File: src/rtl/fwd_hazard_unit_if.sv
// fwd_hazard_unit_if
//   Bundles the pipeline-side signals of the forwarding/hazard unit.
//   master : pipeline control (drives ID/EX/producer-stage info, reads results)
//   slave  : fwd_hazard_unit (reads stage info, drives id_ready/forwarding/stall count)
//   Signals:
//     flush, id_valid, id_rs[NSRC*5]      - ID stage instruction info
//     id_ready                            - ID may advance this cycle
//     ex_wr, ex_we, ex_load               - instruction currently in EX
//     stg_wr, stg_we, stg_ok, stg_data    - producer stages older than EX (0 = MEM)
//     fwd_en, fwd_data, fwd_pend          - per-source forwarding result
//     stall_cnt                           - saturating load-use stall cycle count
interface fwd_hazard_unit_if #(
  parameter int XLEN = 32,
  parameter int NSRC = 2,
  parameter int NSTG = 3
);
  logic                 flush;
  logic                 id_valid;
  logic [NSRC*5-1:0]    id_rs;
  logic                 id_ready;
  logic [4:0]           ex_wr;
  logic                 ex_we;
  logic                 ex_load;
  logic [NSTG*5-1:0]    stg_wr;
  logic [NSTG-1:0]      stg_we;
  logic [NSTG-1:0]      stg_ok;
  logic [NSTG*XLEN-1:0] stg_data;
  logic [NSRC-1:0]      fwd_en;
  logic [NSRC*XLEN-1:0] fwd_data;
  logic [NSRC-1:0]      fwd_pend;
  logic [31:0]          stall_cnt;

  modport master (
    output flush, id_valid, id_rs, ex_wr, ex_we, ex_load,
           stg_wr, stg_we, stg_ok, stg_data,
    input  id_ready, fwd_en, fwd_data, fwd_pend, stall_cnt
  );

  modport slave (
    input  flush, id_valid, id_rs, ex_wr, ex_we, ex_load,
           stg_wr, stg_we, stg_ok, stg_data,
    output id_ready, fwd_en, fwd_data, fwd_pend, stall_cnt
  );
endinterface

File: src/rtl/fwd_hazard_unit.sv
// fwd_hazard_unit
//   Operand-forwarding and load-use hazard unit for the in-order pipeline.
//   Latches the ID source indices into an EX-stage register when ID advances,
//   then picks (combinationally) the youngest producer stage whose destination
//   matches each EX source. Detects load-use hazards in ID, holds ID for
//   LOAD_LAT cycles and counts the stall cycles (saturating).
//   Ports:
//     clk  - clock, rising edge
//     rst  - asynchronous active-high reset
//     bus  - fwd_hazard_unit_if.slave (ID/EX/stage inputs, forwarding outputs)
module fwd_hazard_unit #(
  parameter int XLEN     = 32,
  parameter int NSRC     = 2,
  parameter int NSTG     = 3,
  parameter int LOAD_LAT = 1
) (
  input  logic             clk,
  input  logic             rst,
  fwd_hazard_unit_if.slave bus
);

  localparam int CW = $clog2(LOAD_LAT + 1);

  typedef enum logic {RUN, STALL} state_t;

  state_t                 state_q, state_d;
  logic [CW-1:0]          cnt_q, cnt_d;
  logic                   ex_vld_q, ex_vld_d;
  logic [NSRC-1:0][4:0]   ex_rs_q, ex_rs_d;
  logic [31:0]            stall_cnt_q, stall_cnt_d;

  logic                   hit_lu;
  logic                   id_ready;
  logic                   stall_inc;
  logic                   advance;
  logic [NSRC-1:0]        rs_match;

  logic [NSRC-1:0]            fwd_en_w;
  logic [NSRC-1:0][XLEN-1:0]  fwd_data_w;
  logic [NSRC-1:0]            fwd_pend_w;

  // Load-use detection against the load currently in EX.
  // ex_wr != 0 also keeps x0 sources from ever matching.
  generate
    for (genvar gi = 0; gi < NSRC; gi++) begin : g_lu
      assign rs_match[gi] = (bus.id_rs[5*gi +: 5] == bus.ex_wr);
    end
  endgenerate

  assign hit_lu = bus.id_valid & bus.ex_load & bus.ex_we &
                  (bus.ex_wr != 5'd0) & (|rs_match);

  // Next-state / output logic. flush overrides the hazard FSM entirely.
  always_comb begin
    state_d   = state_q;
    cnt_d     = cnt_q;
    id_ready  = 1'b1;
    stall_inc = 1'b0;
    if (bus.flush) begin
      id_ready = 1'b0;
      state_d  = RUN;
      cnt_d    = '0;
    end else begin
      case (state_q)
        RUN: begin
          id_ready = ~hit_lu;
          if (hit_lu) begin
            stall_inc = 1'b1;
            // A single-cycle stall needs no extra state: the bubble
            // inserted this cycle removes the load from EX next cycle.
            if (LOAD_LAT > 1) begin
              state_d = STALL;
              cnt_d   = CW'(LOAD_LAT - 1);
            end
          end
        end
        STALL: begin
          id_ready  = 1'b0;
          stall_inc = 1'b1;
          cnt_d     = cnt_q - 1'b1;
          if (cnt_q == CW'(1)) begin
            state_d = RUN;
          end
        end
        default: begin
          state_d = RUN;
          cnt_d   = '0;
        end
      endcase
    end
  end

  // EX register: capture on advance, otherwise insert a bubble.
  assign advance  = bus.id_valid & id_ready;
  assign ex_vld_d = advance;
  assign ex_rs_d  = advance ? bus.id_rs : '0;

  assign stall_cnt_d = (stall_inc && (stall_cnt_q != 32'hFFFF_FFFF)) ?
                       stall_cnt_q + 32'd1 : stall_cnt_q;

  always_ff @(posedge clk or posedge rst) begin
    if (rst) begin
      state_q     <= RUN;
      cnt_q       <= '0;
      ex_vld_q    <= 1'b0;
      ex_rs_q     <= '0;
      stall_cnt_q <= '0;
    end else begin
      state_q     <= state_d;
      cnt_q       <= cnt_d;
      ex_vld_q    <= ex_vld_d;
      ex_rs_q     <= ex_rs_d;
      stall_cnt_q <= stall_cnt_d;
    end
  end

  // Forwarding select per source. Scanning from the oldest stage down to
  // the youngest lets the youngest matching stage overwrite older ones.
  generate
    for (genvar gi = 0; gi < NSRC; gi++) begin : g_fwd
      logic            en_s;
      logic [XLEN-1:0] data_s;
      logic            pend_s;

      always_comb begin
        en_s   = 1'b0;
        data_s = '0;
        pend_s = 1'b0;
        for (int k = NSTG - 1; k >= 0; k--) begin
          if (ex_vld_q && (ex_rs_q[gi] != 5'd0) && bus.stg_we[k] &&
              (bus.stg_wr[5*k +: 5] == ex_rs_q[gi])) begin
            en_s   = 1'b1;
            data_s = bus.stg_data[XLEN*k +: XLEN];
            pend_s = ~bus.stg_ok[k];
          end
        end
      end

      assign fwd_en_w[gi]   = en_s;
      assign fwd_data_w[gi] = data_s;
      assign fwd_pend_w[gi] = pend_s;
    end
  endgenerate

  assign bus.id_ready  = id_ready;
  assign bus.fwd_en    = fwd_en_w;
  assign bus.fwd_data  = fwd_data_w;
  assign bus.fwd_pend  = fwd_pend_w;
  assign bus.stall_cnt = stall_cnt_q;

endmodule
File: src/flat_wrapper.sv
// flat-port wrapper written by rule: the top's interface ports become plain ports
module fwd_hazard_unit_flat 
#(
  parameter int XLEN     = 32,
  parameter int NSRC     = 2,
  parameter int NSTG     = 3,
  parameter int LOAD_LAT = 1
)
  (clk, rst, bus_flush, bus_id_valid, bus_id_rs, bus_ex_wr, bus_ex_we, bus_ex_load, bus_stg_wr, bus_stg_we, bus_stg_ok, bus_stg_data, bus_id_ready, bus_fwd_en, bus_fwd_data, bus_fwd_pend, bus_stall_cnt);
  fwd_hazard_unit_if #(.XLEN(XLEN), .NSRC(NSRC), .NSTG(NSTG)) bus_i ();
  input  logic clk;
  input  logic rst;
  input wire logic [$bits(bus_i.flush)-1:0] bus_flush;
  input wire logic [$bits(bus_i.id_valid)-1:0] bus_id_valid;
  input wire logic [$bits(bus_i.id_rs)-1:0] bus_id_rs;
  input wire logic [$bits(bus_i.ex_wr)-1:0] bus_ex_wr;
  input wire logic [$bits(bus_i.ex_we)-1:0] bus_ex_we;
  input wire logic [$bits(bus_i.ex_load)-1:0] bus_ex_load;
  input wire logic [$bits(bus_i.stg_wr)-1:0] bus_stg_wr;
  input wire logic [$bits(bus_i.stg_we)-1:0] bus_stg_we;
  input wire logic [$bits(bus_i.stg_ok)-1:0] bus_stg_ok;
  input wire logic [$bits(bus_i.stg_data)-1:0] bus_stg_data;
  output wire logic [$bits(bus_i.id_ready)-1:0] bus_id_ready;
  output wire logic [$bits(bus_i.fwd_en)-1:0] bus_fwd_en;
  output wire logic [$bits(bus_i.fwd_data)-1:0] bus_fwd_data;
  output wire logic [$bits(bus_i.fwd_pend)-1:0] bus_fwd_pend;
  output wire logic [$bits(bus_i.stall_cnt)-1:0] bus_stall_cnt;
  assign bus_i.flush = bus_flush;
  assign bus_i.id_valid = bus_id_valid;
  assign bus_i.id_rs = bus_id_rs;
  assign bus_i.ex_wr = bus_ex_wr;
  assign bus_i.ex_we = bus_ex_we;
  assign bus_i.ex_load = bus_ex_load;
  assign bus_i.stg_wr = bus_stg_wr;
  assign bus_i.stg_we = bus_stg_we;
  assign bus_i.stg_ok = bus_stg_ok;
  assign bus_i.stg_data = bus_stg_data;
  assign bus_id_ready = bus_i.id_ready;
  assign bus_fwd_en = bus_i.fwd_en;
  assign bus_fwd_data = bus_i.fwd_data;
  assign bus_fwd_pend = bus_i.fwd_pend;
  assign bus_stall_cnt = bus_i.stall_cnt;
  fwd_hazard_unit #(.XLEN(XLEN), .NSRC(NSRC), .NSTG(NSTG), .LOAD_LAT(LOAD_LAT)) u_core (.clk(clk), .rst(rst), .bus(bus_i));
endmodule
File: config.mk
export PLATFORM = sky130hd
export DESIGN_NAME = fwd_hazard_unit_flat
export DESIGN_NICKNAME = d
export VERILOG_FILES = /design/src/rtl/fwd_hazard_unit_if.sv /design/src/rtl/fwd_hazard_unit.sv /design/src/flat_wrapper.sv
export SDC_FILE = /design/constraint.sdc
export NUM_CORES = 1
export LEC_CHECK = 0
export CORE_MARGIN = 1.5
export CORE_UTILIZATION = 34
export DETAILED_ROUTE_END_ITERATION = 8
export PLACE_DENSITY = 0.76
export SYNTH_ARGS = -nofsm -noshare
export SYNTH_HDL_FRONTEND = slang
export SYNTH_SLANG_ARGS = --single-unit
File: constraint.sdc
create_clock -name clk -period 2.7 [get_ports clk]
set_clock_uncertainty 0.15 [all_clocks]
set_input_delay 0.675 -clock clk [delete_from_list [all_inputs] [get_ports clk]]
set_output_delay 0.675 -clock clk [all_outputs]
set_load 0.05 [all_outputs]
; Word-level counts from Yosys, hierarchy flattened
; Cells that the tools add are included.
[op_classes]
n_addsub = 2
eq_ne = 9
mux = 29
n_bitwise = 10
n_reduce_logical = 20
[op_table]
columns = op, count
row1 = two-way mux 32 bit, 6
row2 = == test 5 bit, 8
row3 = "adder 32 x 1 -> 32 bit, second input constant", 1
row4 = "inequality test 32 bit, second input constant", 1
row5 = two-way mux 1 bit, 20
row6 = logical AND 1 bit, 15
row7 = nonzero test 5 bit, 3
row8 = two-way mux 10 bit, 1
row9 = AND 1 bit, 5
row10 = inverter 1 bit, 5
row11 = one-hot mux 1 bit (2 select lines), 2
row12 = nonzero test 2 bit, 1
row13 = OR reduction 2 bit, 1
row14 = "subtractor 1 bit, second input constant", 1
[word_totals]
register_bits = 45
inputBits = 138
output_inout_bits = 101

; Logic depth before layout (Yosys ltp)
; Gate-level depths: netlist of the first run.
[logic_depth]
word_depth = 9
mapped_depth = 8

; Worst setup path after synthesis of the first run
; No wires, ideal clock.
[synth_timing]
kind = reg-to-output
start = reg u_core.ex_rs_q[1] (netlist bit)
end = out bus_fwd_data[10]
t_arrival_ns = 2.782
t_required_ns = 1.875
slack_ns = -0.907
stages_incl_launch_ff = 9
n_path_buf = 2
cell_sequence = dfrtp_1 > or4_1 > o21ai_2 > nor3_2 > nor2b_1 > buf_6 > buf_4 > a22oi_1 > o21ai_0
[synth_between]
elab_chain_cells = 7
[synth_rtl]
columns = element, line_no
row1 = "start, declared", fwd_hazard_unit.sv:29  ; logic [NSRC-1:0][4:0] ex_rs_q, ex_rs_d;
row2 = "start signal, assigned", fwd_hazard_unit.sv:112  ; ex_rs_q <= ex_rs_d;
row3 = nonzero test 5 bit, fwd_hazard_unit.sv:130  ; if (ex_vld_q && (ex_rs_q[gi] != 5'd0) && bus.stg_we[k] &&
row4 = logical AND 1 bit (3 in series), fwd_hazard_unit.sv:130
row5 = two-way mux 32 bit (2 in series), fwd_hazard_unit.sv:130
row6 = two-way mux 32 bit *, fwd_hazard_unit.sv:130
row7 = "end, declared", flat_wrapper.sv:25  ; output wire logic [$bits(bus_i.fwd_data)-1:0] bus_fwd_data;
; Every way passes the cells marked *; elsewhere a longest branch is shown, timed or not.

; Worst setup path in the final report of the first run
[layout_timing]
start = reg u_core.ex_rs_q[5] (netlist bit)
end = out bus_fwd_data[35]
; Same word-level chain as after synthesis.

==> results of run 1 <==
[cells in the final DEF (no fill, tap or decap), types with 9 or more instances in the layout]
master,n
clkdlybuf4s50_1,138
buf_4,84
nand2_1,72
buf_12,62
o21ai_4,58
a22oi_2,56
buf_6,47
dfrtp_1,45
xnor2_1,35
xor2_1,24
nor3_1,18
dlygate4sd2_1,17
nand4_1,16
nor2_1,16
inv_1,14
nand3_1,13
xnor2_2,11
clkbuf_16,11
and2_1,10
a221oi_4,9
a21oi_4,9
[final cells by class]
type                    count  area (um^2)  share of cell area (%)
repair buffers            380         4420                    45.0
multi-input cells         394         3900                    39.7
flip-flops and latches     45         1130                    11.5
well taps                 140          175                    1.78
clock buffers               5          125                    1.27
inverters                  14         52.6                   0.535
clock inverters             3         17.5                   0.178
diodes                      3         7.51                  0.0764
[path summary, 6_finish.rpt]
| kind | start | end | cells after the start |
|---|---|---|---|
| setup / recovery | u_core.ex_rs_q[5] | bus_fwd_data[35] | 10 |
| hold / removal | u_core.cnt_q | u_core.state_q | 1 |
| setup reg to reg | u_core.bus.stall_cnt[0] | u_core.bus.stall_cnt[28] | 6 |
| hold reg to reg | u_core.cnt_q | u_core.state_q | 1 |
| max in group asynchronous | rst | u_core.bus.stall_cnt[28] | 3 |
| min in group asynchronous | rst | u_core.bus.stall_cnt[7] | 3 |
[sequential cells by signal, indices dropped and copies added (netlist names)]
signal / count
u_core.state_q: 1
u_core.ex_rs_q: 10
u_core.bus.stall_cnt: 32
u_core.cnt_q: 1
u_core.ex_vld_q: 1
[layer usage]
metal / wire length, um / track usage (%)
met1: 9430 / 39.5
met5: 78 / 0
met3: 4180 / 12.0
met2: 13800 / 64.0
met4: 3100 / 25.2
[cell usage after synthesis, types with 2 or more instances]
cell,count,share of area [%]
o21ai_1,44,5.7
a221oi_1,10,2.3
nand3_1,13,1.7
nor2_1,16,1.6
xnor2_1,47,11
nor4_1,3,0.49
clkbuf_1,19,1.8
a22oi_1,56,11
buf_6,4,1.2
xor2_1,24,5.4
nor3_1,23,3.0
o21ai_0,12,1.6
or3_1,2,0.32
nand2_1,77,7.5
buf_2,6,0.78
a21oi_1,12,1.6
or2_2,3,0.49
and2_1,10,1.6
nor3_2,2,0.52
nor2b_1,2,0.32
inv_1,14,1.4
or4_4,2,0.58
dfrtp_1,45,29
buf_4,6,1.2
nand4_1,16,2.6
[worst reg2reg max path, delay by kind of cell, from the launching register on]
kind | cells | cell delay, ps
adder cells (fa/ha/maj) | 1 | 200
flip-flops | 1 | 430
XOR/XNOR | 1 | 190
AND/OR/NAND/NOR | 4 | 1310
[stage by stage]
step	TNS [ps]	area (um^2)	cells	hold slack [ps]	worst slack [ps]
after detailed placement	-64990	8250	913	293	-1080
final	-56700	9830	984	323	-1220
after floorplan	-12710	4750	488	271	-199
after global routing	-62340	9820	983	327	-1340
after CTS	-38490	9300	950	315	-665
after global placement	-62040	8250	913	280	-1030
[power by group through the flow]
stage	clock (W)	sequential (W)	combinational (W)
floorplan	0	0.000741	0.000143
global placement	0	0.000715	0.000501
detailed placement	0	0.000715	0.000509
CTS	0.000594	0.000703	0.000541
global route	0.000623	0.000709	0.000669
finish	0.000596	0.000708	0.000653
[what timing repair did]
action / CTS / global route
resized for setup: 153 / 69
pin swaps: 27 / 51
cloned: 6 / 8
setup buffers: 26 / 33
hold buffers: 0 / 0
setup endpoints to repair: 69 / 71
[kinds of logic after synthesis]
family,after synthesis,share of synthesized area (%)
muxes,2,0.583
DFF,45,29.2
adders and majority gates,1,0.324
buffers and inverters,49,6.32
and+or+nand+nor,180,24.1
xor gates and xnor gates,71,16.1
AOI/OAI and AO/OA,140,23.4
==> impl_results.md, run 1 <==
- Slew Limit Fails: 0
- Mean Syn Cell Area: 7.91 um^2
- Post-DP HPWL: 13900 um
- PD cells: 199 nW/um^2
- Worst Setup Start Kind: register
- WS Path Type: register to output port
- Initial antenna violation count: 2
- Library cells used by synthesis: 45
- Pleak: 3.93 nW
- Global-route wire length before repair: 33800 um
- Violated checks: setup timing
- Min Tclk post-route: 3920 ps
- Sw Share: 31.2%
- Maximum vdd drop: 363 uV
- Share of cells above drive strength 1: 48.3%
- Comb pwr share: 33.4%
- Die height: 110 um
- IO buf count: 238
- Clock network fraction of total power: 30.4%
- Final setup viols: 69
- Vias in the first global route: 5944
- Vias: 6450
- # fillers: 371
- Worst slew pin tran: 572 ps
- Tcrit/Tclk final: 145%
- Die width: 110 um
- Syn Nets: 627
- Worst Hold Class: register to register
- Worst setup margin: -1220 ps
- Die area: 12000 um^2
- Critical path's slowest cell: a221oi_4
- DRC viols: 0
- First-pass iteration count of the detailed router: 7
- All-Layer GR Usage: 37.6%
- Largest net degree at the start of global routing: 46
- Clock sink count: 45
- Internal power: 0.00135 W
- Starting Density: 35.3%
- Asr flop ratio synth: 100%
- CP max FO: 6
- Status: finished, violations left
- Total power: 0.00196 W
- Core Box Area: 10900 um^2
- WP buf/inv: 4
- Max_slew headroom: 61.9%
- TritonCTS clock tree: built
- CTS Buf Count: 5
- Crit. End Element: output port
- CP required: 1880 ps
- CP peak stage delay: 440 ps
- Skew-Pair Late Insertion Delay: 290 ps
- DRT antenna net count: 0
- R2r setup slk: 340 ps
- CP delay by family, top: buffers and inverters
- Cell Area, Synth: 3860 um^2
- Clock root cell: clkbuf_16
- Synth Warn #: 0
- GRT overflow: 0
- Psw: 0.000612 W
- Main synth FF type: dfrtp_1
- # rows: 38
- Clock tree buffer depth: 2
- Detailed-route wire length: 30600 um
- Reg clk slew, reported paths: 60 ps
- Cell count after synthesis: 488
- Crit-path cells: buf_4, xnor2_2, nand4_1, nor3_4, nor2b_4, buf_12, a221oi_4, buf_4, a21oi_4, buf_12
- Iter 0 DRT Violations: 813
- GP Congestion: 0.975
- MaxCap Viol Count: 0
- Routed length per instance: 31.1 um
- Worst Path Arrival: 3090 ps
- I/O pin cnt: 239
- Fin. Hold Viols: 0
- Post-synthesis sequential area ratio: 29.2%
- H-tree level count: 2
- Via-to-Cell Ratio: 6.55
- Number of flops mapped to enable cells by yosys: 0
- Final nets: 979
- Sequential group share of total power: 36.2%
- FF+latch count, synth: 45
- RSZ-0062 raised after global routing: yes
- Fin util: 89.9%
- Area grow syn2layout: 154%
- Max Fclk: 255 MHz
No activity file was read; power rests on OpenSTA's default activity.
==> run 2: changes to the inputs <==
--- a/config.mk
+++ b/config.mk
@@ -5,6 +5,7 @@
 export SDC_FILE = /design/constraint.sdc
 export NUM_CORES = 1
 export LEC_CHECK = 0
+export CAP_MARGIN = 20
 export CORE_MARGIN = 1.5
 export CORE_UTILIZATION = 34
 export DETAILED_ROUTE_END_ITERATION = 8
@@ -12,3 +13,4 @@
 export SYNTH_ARGS = -nofsm -noshare
 export SYNTH_HDL_FRONTEND = slang
 export SYNTH_SLANG_ARGS = --single-unit
+export TNS_END_PERCENT = 1
==> run 2 against run 1 <==
The flow still finishes with violations (setup timing). Setup slack improved by 440 ps. First-iteration DRC count fell by 57%. Register-to-register slack barely moved. Sequential share of layout area rose by 0.57 points. Combinational power fell by 11%. Design area fell by 4.7%. Clock power barely moved. Routed wire length fell by 23%. Final cell count fell by 4.3%. Fmax rose by 13%. Critical path type is now primary input to output port. Largest cell class unchanged.
==> impl_results.md, run 2 (synthesis gave the netlist of run 1 again) <==
- Area grow syn2layout: 142% (was 154%)
- Global-route wire length before repair: 30100 um (was 33800 um)
- Total power: 0.00188 W (was 0.00196 W)
- Starting Density: 35.3% (unchanged)
- Comb pwr share: 30.8% (was 33.4%)
- Final std cell area, no fill: 9360 um^2 (was 9830 um^2)
- Placed cell area: 8270 um^2 (was 8250 um^2)
- Via-to-Cell Ratio: 5.94 (was 6.55)
- I/O pin cnt: 239 (unchanged)
- Largest net degree at the start of global routing: 46 (unchanged)
- Worst slew pin tran: 560 ps (was 572 ps)
- Max reg flops: 32 (unchanged)
- CTS Buf Count: 5 (unchanged)
- Die height: 110 um (unchanged)
- GP Congestion: 0.928 (was 0.975)
- Psw: 0.000541 W (was 0.000612 W)
- Clock sink count: 45 (unchanged)
- Skew-Pair Late Insertion Delay: 290 ps (about the same)
- First-pass iteration count of the detailed router: 5 (was 7)
- Multi-input logic area: 3800 um^2 (was 3900 um^2)
- Final setup viols: 69 (unchanged)
- Clock tree buffer depth: 2 (unchanged)
- Die area: 12000 um^2 (unchanged)
- Clock network fraction of total power: 31.8% (was 30.4%)
- Sequential group share of total power: 37.5% (was 36.2%)
- WS Path Type: primary input to output port (was register to output port)
- Hold path startpoint: u_core.cnt_q (unchanged)
- Max_slew headroom: 62.5% (was 61.9%)
- IO buf count: 238 (unchanged)
- Worst r2r src: u_core.bus.stall_cnt[8] (was u_core.bus.stall_cnt[0])
- Initial antenna violation count: 1 (was 2)
- DRC viols: 0 (unchanged)
- Vias: 5592 (was 6450)
- Violated checks: setup timing (unchanged)
- Slew Limit Fails: 0 (unchanged)
- Maximum vdd drop: 414 uV (was 363 uV)
- Worst Setup Start Kind: primary input (was register)
- Die width: 110 um (unchanged)
- Worst R2R End: u_core.bus.stall_cnt[22] (was u_core.bus.stall_cnt[28])
- All-Layer GR Usage: 32.5% (was 37.6%)
- Sw Share: 28.8% (was 31.2%)
- R2r setup slk: 330 ps (was 340 ps)
- Clock root cell: clkbuf_16 (unchanged)
- # rows: 38 (unchanged)
- Reg clk slew, reported paths: 70 ps (was 60 ps)
- Reg2Reg Depth: 6 (unchanged)
- PD cells: 201 nW/um^2 (was 199 nW/um^2)
- Internal power: 0.00134 W (was 0.00135 W)
- Post-DP HPWL: 13800 um (was 13900 um)
- MaxCap Viol Count: 0 (unchanged)
- CP required: 1880 ps (about the same)
- Fin. Hold Viols: 0 (unchanged)
- Core Box Area: 10900 um^2 (unchanged)
- H-tree level count: 2 (unchanged)
- Final nets: 938 (was 979)
- Min Tclk post-route: 3480 ps (was 3920 ps)
- Status: finished, violations left (unchanged)
- Commonest non-fill, non-tap cell in the layout: clkdlybuf4s50_1 (unchanged)
- Hold Slack: 308 ps (was 323 ps)
- Register Area: 1130 um^2 (unchanged)
- Tcrit/Tclk final: 129% (was 145%)
- Worst setup margin: -782 ps (was -1220 ps)
- Hold Path Stages: 1 (unchanged)
- Iter 0 DRT Violations: 348 (was 813)
- GRT overflow: 0 (unchanged)
- Share of cells above drive strength 1: 43.5% (was 48.3%)
- CP max FO: 11 (was 6)
- Detailed-route wire length: 23500 um (was 30600 um)
- Commonest cells after routing, fill and taps aside: clkdlybuf4s50_1 (147), nand2_1 (75), buf_12 (68) (was clkdlybuf4s50_1 (138), buf_4 (84), nand2_1 (72))
- Vias in the first global route: 5619 (was 5944)
- Worst Hold Class: register to register (unchanged)
- Pleak: 3.63 nW (was 3.93 nW)
- Crit. End Element: output port (unchanged)
- # fillers: 522 (was 371)
- Routed length per instance: 25.0 um (was 31.1 um)
- TritonCTS clock tree: built (unchanged)
- Hold_buf cts: 0 (unchanged)
- Hold path endpoint: u_core.state_q (unchanged)
- RSZ-0062 raised after global routing: yes (unchanged)
- Worst Path Arrival: 2660 ps (was 3090 ps)
- DRT antenna net count: 0 (unchanged)
- Max Fclk: 287 MHz (was 255 MHz)
-- run 2: cell count changes in the layout (fill, tap and decap cells not counted), moves of 4 or more --
cell / before / now
xnor2_1: 35 / 40
clkdlybuf4s50_1: 138 / 147
buf_12: 62 / 68
xnor2_2: 11 / 7
clkbuf_16: 11 / 7
buf_6: 47 / 26
buf_4: 84 / 62
-- run 2: stage by stage --
step / setup TNS, ps / utilization, % / instances / worst slack [ps]
after floorplan: -13160 / - / 488 / -201
after global placement: -53810 / 75.6 / 910 / -831
after detailed placement: -57890 / 75.6 / 910 / -907
after CTS: -36330 / 83.4 / 937 / -623
after global routing: -48630 / 85.6 / 941 / -839
final: -44190 / 85.6 / 942 / -782
-- run 2: worst max-delay path by stage --
stage,from,end,slack [ps],depth (start not counted)
6_report,bus_stg_we[2],bus_fwd_data[15],-780,9
2_1_floorplan,u_core.ex_rs_q[7],bus_fwd_data[32],-200,5
3_3_place_gp,bus_stg_wr[12],bus_fwd_data[30],-830,9
4_1_cts,u_core.ex_rs_q[2],bus_fwd_data[28],-620,10
3_5_place_dp,bus_stg_wr[14],bus_fwd_data[29],-910,9
5_1_grt,bus_stg_wr[6],bus_fwd_data[50],-840,10
-- run 2: power groups by stage --
stage / logic [W] / clock network (W) / registers [W]
floorplan: 0.000142 / 0 / 0.000741
global placement: 0.000496 / 0 / 0.000714
detailed placement: 0.000505 / 0 / 0.000715
CTS: 0.000534 / 0.000609 / 0.000703
global route: 0.000604 / 0.000634 / 0.000706
finish: 0.000578 / 0.000597 / 0.000704
-- run 2: area by class of cell --
type                            instances  share of cell area, %
Clock buffer                            5                   1.34
Multi-Input combinational cell        394                   40.6
Tap cell                              140                   1.87
Timing Repair Buffer                  339                   43.4
Sequential cell                        45                   12.0
Antenna cell                            2                 0.0535
Inverter                               14                  0.561
Clock inverter                          3                  0.227
-- run 2: critical path, stage by stage --
cell and delay, ps:
clkdlybuf4s50_1 530, nand2_1 110, nor3_2 210, nor2b_4 350
buf_6 150, buf_12 150, a22oi_2 120, o21ai_4 170
buf_8 160
-- run 2: layer usage --
metal | global-route usage (%) | share of wire (%)
met1 | 33.3 | 32
met2 | 63.0 | 51
met3 | 6.11 | 9.6
met4 | 14.7 | 6.4
met5 | 0 | 0
-- run 2: repair_timing --
action,4_1_cts,5_1_grt
pin swaps,29,24
setup buffers,15,1
setup endpoints to repair,69,78
gates resized for setup,120,44
hold endpoints to repair,0,0
cloned,4,2
==> variant, RTL diff (config.mk and constraints of run 2) <==
`LOAD_LAT` is set to 1 in 2 places; all go to 2.
--- a/src/rtl/fwd_hazard_unit.sv
+++ b/src/rtl/fwd_hazard_unit.sv
@@ -13,5 +13,5 @@
   parameter int NSRC     = 2,
   parameter int NSTG     = 3,
-  parameter int LOAD_LAT = 1
+  parameter int LOAD_LAT = 2
 ) (
   input  logic             clk,
--- a/src/flat_wrapper.sv
+++ b/src/flat_wrapper.sv
@@ -5,5 +5,5 @@
   parameter int NSRC     = 2,
   parameter int NSTG     = 3,
-  parameter int LOAD_LAT = 1
+  parameter int LOAD_LAT = 2
 )
   (clk, rst, bus_flush, bus_id_valid, bus_id_rs, bus_ex_wr, bus_ex_we, bus_ex_load, bus_stg_wr, bus_stg_we, bus_stg_ok, bus_stg_data, bus_id_ready, bus_fwd_en, bus_fwd_data, bus_fwd_pend, bus_stall_cnt);
Formal check against the unedited RTL: not equivalent (Yosys sat finds a counterexample within 4 cycles, from zero or initial values and one cycle with rst high).
==> variant against run 2 <==
- the flow still finishes with violations (negative setup slack)
- worst setup slack got worse by 0.23 ns
- final area rose by 0.36%
- largest power group unchanged
- power rose by 1.6%
- critical path type is now flop to output pin
- critical endpoint is now bus_fwd_data[11]
- die area fell by 0.63%
- routed wire length rose by 5.8%
- largest cell class unchanged
- area after synthesis fell by 0.65%
- combinational power rose by 3.8%
- sequential cell count rose by 1
==> variant: results (changes against run 2) <==
* Fin Setup TNS at -52.21 ns (-8.02 ns)
* Worst Hold Launch: u_core.bus.stall_cnt[27]
* Drt wl/cell at 26.2 um (+4.8%)
* Endpoints failing setup at 69 (unchanged)
* Largest net degree at the start of global routing at 28 (-39%)
* Failing checks: negative setup slack
* Initial antenna violation count at 2 (+1)
* Number of global-route vias before repair at 5959 (+6.1%)
* P_clk at 0.581 mW (-3%)
* Reg2reg setup slack at 0.39 ns (+0.06 ns)
* DP Cell Count at 891 (-2.1%)
* # nets final at 946 (+0.85%)
* Outcome: finished with violations
* Distinct cell type count after synthesis at 36 (-20%)
* WHS Endpoint: u_core.bus.stall_cnt[27]
* First-pass GRT wire length at 32.4 mm (+7.9%)
* Reg2reg path depth at 8 (+2)
* Mapped Nets at 616 (-1.8%)
* FILL cells at 470 (-10%)
* P_seq at 0.728 mW (+3.4%)
* Vias/cell at 6.09 (+2.6%)
* Fin worst setup slack at -1.01 ns (-0.227 ns)
* Share of layout cells above drive strength 1 at 43.8% (+0.30 points)
* RD Place Congestion at 0.906 (-2.5%)
* Worst IR Drop VDD at 0.289 mV (-30%)
## variant: cell count changes in the layout (fill, tap and decap cells not counted), moves of 5 or more
cell,before,now
buf_6,26,47
xor2_1,24,1
nor3_1,18,2
nor2_1,16,11
buf_4,62,72
xnor2_1,40,69
buf_12,68,57
a221oi_4,7,13
xnor2_2,7,1
and3_1,1,11
nand4_1,16,22
## variant: how the worst max path moves through the flow
stage / end / depth (start not counted)
after floorplan: bus_fwd_data[32] / 7
after global placement: bus_fwd_data[20] / 10
after detailed placement: bus_fwd_data[20] / 10
after CTS: bus_fwd_data[2] / 10
after global routing: bus_fwd_data[11] / 10
final: bus_fwd_data[11] / 10
## variant: per-layer routing
| layer | vias to the layer above | global-route usage (%) | share of wire (%) |
|---|---|---|---|
| met5 | - | 3.13 | 0 |
| met4 | 0 | 25.9 | 8.6 |
| met3 | 190 | 13.0 | 9.7 |
| met2 | 444 | 60.8 | 48 |
| met1 | 2765 | 35.9 | 34 |
| li1 | 2396 | - | - |
## variant: critical path, delay by kind of cell, from the launching register on
kind	cells	cell delay, ns
simple gates	2	0.52
compound gates	2	0.41
flops	1	0.41
xor+xnor	1	0.41
buf+inv	5	0.85
## variant: kinds of logic after synthesis
logic type | synth area share [%]
adders and majority gates | 0.652
muxes | 0.587
AOI/OAI and AO/OA | 23.9
and+or+nand+nor | 22.0
xor gates and xnor gates | 16.2
buffers and inverters | 6.65
DFF | 30.0
## variant: cell type report
cell class              count  area share, %
flip-flops and latches     46           12.3
multi-input cells         383           39.9
well taps                 140           1.86
repair buffers            356           43.8
diodes                      5          0.133
clock inverters             1         0.0799
clock buffers               6           1.37
inverters                  14          0.559
## variant: what timing repair did
item / CTS / global route
pin swaps: 56 / 37
gates cloned: 9 / 1
setup endpoints to repair: 79 / 80
gates resized for setup: 122 / 29
setup buffers: 33 / 8
